--- src/rtl/if_fetch_ctrl_if.sv ---
// Instruction-memory fetch bus between the fetch controller and the
// instruction memory. The controller is the master: it drives the request
// and address, and the memory answers with ready and the instruction word.
interface if_fetch_ctrl_if;
  logic        imem_req;
  logic [31:0] imem_addr;
  logic        imem_ready;
  logic [31:0] imem_inst;

  modport master (
    output imem_req,
    output imem_addr,
    input  imem_ready,
    input  imem_inst
  );

  modport slave (
    input  imem_req,
    input  imem_addr,
    output imem_ready,
    output imem_inst
  );
endinterface

--- src/rtl/if_fetch_ctrl.sv ---
// Fetch-side endpoint of the branch redirect path.
// Owns the PC, issues instruction-memory requests over a variable-latency
// bus and loads the IF/ID pipeline register. A redirect arriving while a
// fetch is still outstanding is parked (state REDIR) until that fetch
// retires, so the address presented to memory never changes mid-fetch.
// Optional feature macro: BRANCH_DELAY_SLOT_EN -- when defined, the fetch
// that completes with (or after) a redirect is kept as a delay-slot
// instruction instead of being squashed to a bubble.
module if_fetch_ctrl #(
  parameter logic [31:0] RESET_PC = 32'h0000_0000
) (
  input  logic                   clk,
  input  logic                   rst_n,
  input  logic                   stall,
  input  logic                   branch,
  input  logic [31:0]            wb_pc,
  if_fetch_ctrl_if.master        imem,
  output logic [31:0]            id_pc,
  output logic [31:0]            id_pc4,
  output logic [31:0]            id_inst,
  output logic                   id_valid,
  output logic                   redir_pend
);

  typedef enum logic {
    ST_FETCH = 1'b0,
    ST_REDIR = 1'b1
  } state_t;

  localparam logic [31:0] NOP_INST = 32'h0000_0000;

  state_t      state_q,    state_d;
  logic [31:0] pc_q,       pc_d;
  logic        req_en_q,   req_en_d;
  logic [31:0] tgt_q,      tgt_d;
  logic [31:0] id_pc_q,    id_pc_d;
  logic [31:0] id_pc4_q,   id_pc4_d;
  logic [31:0] id_inst_q,  id_inst_d;
  logic        id_valid_q, id_valid_d;

  logic take;
  logic redir;

  // PC arithmetic wraps modulo 2^32; no alignment is enforced.
  function automatic logic [31:0] pc_inc(input logic [31:0] p);
    return p + 32'd4;
  endfunction

  // The outstanding fetch retires only when nothing is holding the pipe;
  // a redirect only counts when ID holds a real instruction.
  assign take  = req_en_q & imem.imem_ready & ~stall;
  assign redir = branch & id_valid_q & ~stall;

  // Next-state, PC and IF/ID load selection.
  always_comb begin
    state_d    = state_q;
    pc_d       = pc_q;
    tgt_d      = tgt_q;
    id_pc_d    = id_pc_q;
    id_pc4_d   = id_pc4_q;
    id_inst_d  = id_inst_q;
    id_valid_d = id_valid_q;
    // Requesting starts one edge after reset release and never stops.
    req_en_d   = 1'b1;

    if (!stall) begin
      // Default IF/ID load is a bubble; only a retiring fetch overrides it.
      id_pc_d    = 32'h0;
      id_pc4_d   = 32'h0;
      id_inst_d  = NOP_INST;
      id_valid_d = 1'b0;

      case (state_q)
        ST_FETCH: begin
          if (redir) begin
            if (take) begin
              pc_d = wb_pc;
`ifdef BRANCH_DELAY_SLOT_EN
              id_pc_d    = pc_q;
              id_pc4_d   = pc_inc(pc_q);
              id_inst_d  = imem.imem_inst;
              id_valid_d = 1'b1;
`endif
            end else begin
              // Fetch still in flight: park the target, keep the address.
              tgt_d   = wb_pc;
              state_d = ST_REDIR;
            end
          end else if (take) begin
            id_pc_d    = pc_q;
            id_pc4_d   = pc_inc(pc_q);
            id_inst_d  = imem.imem_inst;
            id_valid_d = 1'b1;
            pc_d       = pc_inc(pc_q);
          end
        end
        ST_REDIR: begin
          // Further branches are ignored here: the first target wins.
          if (take) begin
            pc_d    = tgt_q;
            state_d = ST_FETCH;
`ifdef BRANCH_DELAY_SLOT_EN
            id_pc_d    = pc_q;
            id_pc4_d   = pc_inc(pc_q);
            id_inst_d  = imem.imem_inst;
            id_valid_d = 1'b1;
`endif
          end
        end
        default: state_d = ST_FETCH;
      endcase
    end
  end

  // ---- Stage boundary: PC / FSM / IF/ID registers ----
  // All state returns to reset values immediately on rst_n, dropping any
  // parked redirect target.
  always_ff @(posedge clk or negedge rst_n) begin
    if (!rst_n) begin
      state_q    <= ST_FETCH;
      pc_q       <= RESET_PC;
      req_en_q   <= 1'b0;
      tgt_q      <= 32'h0;
      id_pc_q    <= 32'h0;
      id_pc4_q   <= 32'h0;
      id_inst_q  <= NOP_INST;
      id_valid_q <= 1'b0;
    end else begin
      state_q    <= state_d;
      pc_q       <= pc_d;
      req_en_q   <= req_en_d;
      tgt_q      <= tgt_d;
      id_pc_q    <= id_pc_d;
      id_pc4_q   <= id_pc4_d;
      id_inst_q  <= id_inst_d;
      id_valid_q <= id_valid_d;
    end
  end

  assign imem.imem_req  = req_en_q;
  assign imem.imem_addr = pc_q;
  assign id_pc          = id_pc_q;
  assign id_pc4         = id_pc4_q;
  assign id_inst        = id_inst_q;
  assign id_valid       = id_valid_q;
  assign redir_pend     = (state_q == ST_REDIR);

endmodule

--- src/flat_wrapper.sv ---
// flat-port wrapper written by rule: the top's interface ports become plain ports
module if_fetch_ctrl_flat 
#(
  parameter logic [31:0] RESET_PC = 32'h0000_0000
)
  (clk, rst_n, stall, branch, wb_pc, id_pc, id_pc4, id_inst, id_valid, redir_pend, imem_imem_req, imem_imem_addr, imem_imem_ready, imem_imem_inst);
  if_fetch_ctrl_if imem_i ();
  input  logic clk;
  input  logic rst_n;
  input  logic stall;
  input  logic branch;
  input  logic [31:0] wb_pc;
  output logic [31:0] id_pc;
  output logic [31:0] id_pc4;
  output logic [31:0] id_inst;
  output logic id_valid;
  output logic redir_pend;
  output wire logic [$bits(imem_i.imem_req)-1:0] imem_imem_req;
  output wire logic [$bits(imem_i.imem_addr)-1:0] imem_imem_addr;
  input wire logic [$bits(imem_i.imem_ready)-1:0] imem_imem_ready;
  input wire logic [$bits(imem_i.imem_inst)-1:0] imem_imem_inst;
  assign imem_imem_req = imem_i.imem_req;
  assign imem_imem_addr = imem_i.imem_addr;
  assign imem_i.imem_ready = imem_imem_ready;
  assign imem_i.imem_inst = imem_imem_inst;
  if_fetch_ctrl #(.RESET_PC(RESET_PC)) u_core (.clk(clk), .rst_n(rst_n), .stall(stall), .branch(branch), .wb_pc(wb_pc), .imem(imem_i), .id_pc(id_pc), .id_pc4(id_pc4), .id_inst(id_inst), .id_valid(id_valid), .redir_pend(redir_pend));
endmodule
--- config.mk ---
export PLATFORM = sky130hd
export DESIGN_NAME = if_fetch_ctrl_flat
export DESIGN_NICKNAME = d
export VERILOG_FILES = /design/src/rtl/if_fetch_ctrl_if.sv /design/src/rtl/if_fetch_ctrl.sv /design/src/flat_wrapper.sv
export SDC_FILE = /design/constraint.sdc
export NUM_CORES = 1
export LEC_CHECK = 0
export CORE_MARGIN = 4
export CORE_UTILIZATION = 49
export CTS_CLUSTER_DIAMETER = 200
export DETAILED_ROUTE_END_ITERATION = 10
export PLACE_DENSITY_LB_ADDON = 0.25
export SETUP_SLACK_MARGIN = 0.02
export SYNTH_ARGS = -nofsm -noshare
export SYNTH_HDL_FRONTEND = slang
export SYNTH_SLANG_ARGS = --single-unit
--- constraint.sdc ---
create_clock -name clk -period 2.8 [get_ports clk]
set_input_delay 0.56 -clock clk [delete_from_list [all_inputs] [get_ports clk]]
set_output_delay 0.56 -clock clk [all_outputs]
set_load 0.03 [all_outputs]
==> results of run 1 <==
[cells by family (layout without fill, tap and decap cells)]
family	count (synthesis)	after routing	share of synthesized area [%]
AO/OA/AOI/OAI	198	198	19.9
XOR/XNOR	13	13	1.53
adder cells (fa/ha/maj)	1	1	0.168
buffers and inverters	75	276	4.07
flip-flops	161	161	54.1
multiplexers	36	36	5.36
other	1	1	0.0504
AND/OR/NAND/NOR	212	212	14.8
[worst paths after layout]
path / from / to / slack [ns] / cells past startpoint
max reg2reg: u_core.imem.imem_addr[3]$_DFFE_PN0P_ / u_core.imem.imem_addr[28]$_DFFE_PN0P_ / 0.38 / 5
max in group asynchronous: rst_n / u_core.id_inst[16]$_DFFE_PN0N_ / 1.86 / 2
min in group clk: stall / u_core.id_pc4[1]$_DFFE_PN0N_ / 0.45 / 2
min reg2reg: u_core.id_pc4[16]$_DFFE_PN0N_ / u_core.id_pc4[16]$_DFFE_PN0N_ / 0.49 / 2
min: rst_n / u_core.id_inst[0]$_DFFE_PN0N_ / 0.14 / 1
max: u_core.redir_pend$_DFFE_PN0N_ / redir_pend / 0.30 / 1
[cell usage in the layout, fill, tap and decap left out, drive strengths merged, types with 18 or more instances in the layout]
cell type,netlist,routed
nor2,21,21
clkdlybuf4s50,0,197
o211ai,18,18
dfrtp,161,161
nand2,81,81
buf,17,37
a21oi,22,22
a22o,61,61
clkbuf,48,23
mux2,31,31
nand4,18,18
nand3,19,19
o21ai,36,36
[state kept, by name (all words and copies together), names as in the netlist]
name and flops:
u_core.id_inst 32, u_core.id_pc4 32, u_core.imem.imem_addr 32, u_core.tgt_q 32, u_core.id_pc 30, u_core.id_valid 1
u_core.imem.imem_req 1, u_core.redir_pend 1
[power by group]
group | switching, mW | internal [mW] | total, mW
Clock | 0.924 | 1.47 | 2.40
Combinational | 1.58 | 1.22 | 2.80
Sequential | 0.435 | 2.78 | 3.21
Total | 2.94 | 5.47 | 8.41
[per-layer routing]
layer  routed length [um]  GRT usage (%)
met4                  380           7.82
met2                10300           41.0
met1                10100           36.5
met3                 1890           7.80
met5                    0              0
[stage by stage]
step / instance area [um2] / setup slack [ns]
4_1_cts: 10300 / 0.262
3_3_place_gp: 9720 / 0.399
3_5_place_dp: 9720 / 0.351
5_1_grt: 10300 / 0.233
2_1_floorplan: 7440 / 0.308
6_report: 10300 / 0.299
[final cells by class]
type / instances / area share [%]
flip-flops and latches: 161 / 39.0
repair buffers: 234 / 22.3
clock inverters: 9 / 1.26
inverters: 10 / 0.364
clock buffers: 23 / 4.63
well taps: 184 / 2.23
multi-input cells: 461 / 30.2
==> impl_metrics.json, run 1 <==
{
  "status": "finished clean",
  "cts_buffer_depth": 2,
  "instances_no_fill": 1082,
  "leakage_nw": 4.49,
  "vias_per_cell": 6.10,
  "cp_top_family": "buffers and inverters",
  "pwr_density_cell_mw_per_mm2": 814,
  "cts.htree.levels": 4,
  "rsz0062_at_grt": "no",
  "tightest_slew_ns": 0.968,
  "initial_core_util_pct": 50.6,
  "crit_slowest_cell": "clkdlybuf4s50_1",
  "place.gp.congestion": 0.916,
  "grt_pass1_wl_um": 36600,
  "post_cts_buffers": 0,
  "maxCapViolations": 0,
  "synth_flop_cell": "dfrtp_1",
  "setup_viol": 0,
  "synth_top_area_cell": "dfrtp_1",
  "cts_root_buffer": "clkbuf_16",
  "finalSetupTns_ns": 0,
  "synth_cell_types": 66,
  "cts_inserted_buffers": 17,
  "cp_max_fo": 16,
  "post-place-cells": 1050,
  "antenna_cells": 0,
  "nFillCells": 1068,
  "drt_pass1_iterations": 5,
  "clkSlewWorstSetupHoldPaths_ns": 0.06,
  "finalPower_mw": 8.41,
  "synth_top_cells_by_count": "dfrtp_1 (161), nand2_1 (81), a22o_1 (61)",
  "post-route-util_pct": 70.3,
  "required_ns": 2.24,
  "end_kind": "primary output",
  "cts-resized-gates": 0,
  "io_buffers": 199,
  "core_mm2": 0.0147,
  "synth-edff-count": 0,
  "rows": 44,
  "crit_arrival_ns": 1.94,
  "cts_tree": "built",
  "hp-class": "input port to asynchronous set/reset pin",
  "nNetsFinal": 955,
  "die_w_um": 131,
  "die-area_mm2": 0.0172,
  "yosys-top-cells-area": "dfrtp_1 (54%), a22o_1 (7.2%), mux2_2 (4.7%)",
  "drive_gt1_share_pct": 12.0,
  "ant_nets": 0,
  "post-route-min-period_ns": 2.50,
  "async_reset_ff_share_pct": 100,
  "ys_warn_count": 0,
  "grt_pass1_vias": 6720,
  "seq_area_frac_synth_pct": 54.1,
  "wl_per_cell_um": 21.0,
  "finalWirelength_um": 22700,
  "fmax_mhz": 400,
  "syn-num-nets": 767,
  "drt_iter0_drc": 656,
  "fp.dieH_um": 131,
  "ir_worst_vdd_mv": 0.652,
  "hold_buffers": 0,
  "drv_slew": 0,
  "regArea_mm2": 0.00403,
  "hold_viol_final": 0,
  "crit_chain": "clkdlybuf4s50_1",
  "period_share_pct": 89.3,
  "ios": 200,
  "critPathMaxStageDelay_ns": 0.79,
  "postSynthCellCount": 697,
  "yosysMostFrequentCell": "dfrtp_1",
  "grt_max_degree": 94,
  "slew_headroom_pct": 35.5,
  "postSynthAreaPerCell_um2": 10.7,
  "startpoint_type": "flop",
  "gr-usage-all-layers_pct": 26.5,
  "vias": 6601,
  "multi_input_area_mm2": 0.00312,
  "antenna_found_initial": 0,
  "insertion_delay_ns": 0.43,
  "cts.sinks": 161,
  "drc": 0,
  "area_growth_pct": 38.8,
  "timing.hold.ws_ns": 0.144,
  "synth_seq_cells": 161,
  "synth_top_cell_area_share_pct": 54.1,
  "critPathBufInv": 1,
  "syn_area_mm2": 0.00744,
  "crit_type": "flop to primary output",
  "dpl.hpwl_um": 15900,
  "overflow": 0,
  "fin_worst_skew_ns": 0.00852
}
Note: power is estimated with default switching activity, not from simulation.
==> run 2: changes to the inputs <==
--- a/config.mk
+++ b/config.mk
@@ -8,7 +8,9 @@
 export CORE_MARGIN = 4
 export CORE_UTILIZATION = 49
 export CTS_CLUSTER_DIAMETER = 200
+export CTS_CLUSTER_SIZE = 12
 export DETAILED_ROUTE_END_ITERATION = 10
+export GPL_TIMING_DRIVEN = 1
 export PLACE_DENSITY_LB_ADDON = 0.25
 export SETUP_SLACK_MARGIN = 0.02
 export SYNTH_ARGS = -nofsm -noshare
==> results of run 2 <==
Same layout as run 1: the final DEF is identical, and so are final timing and power.
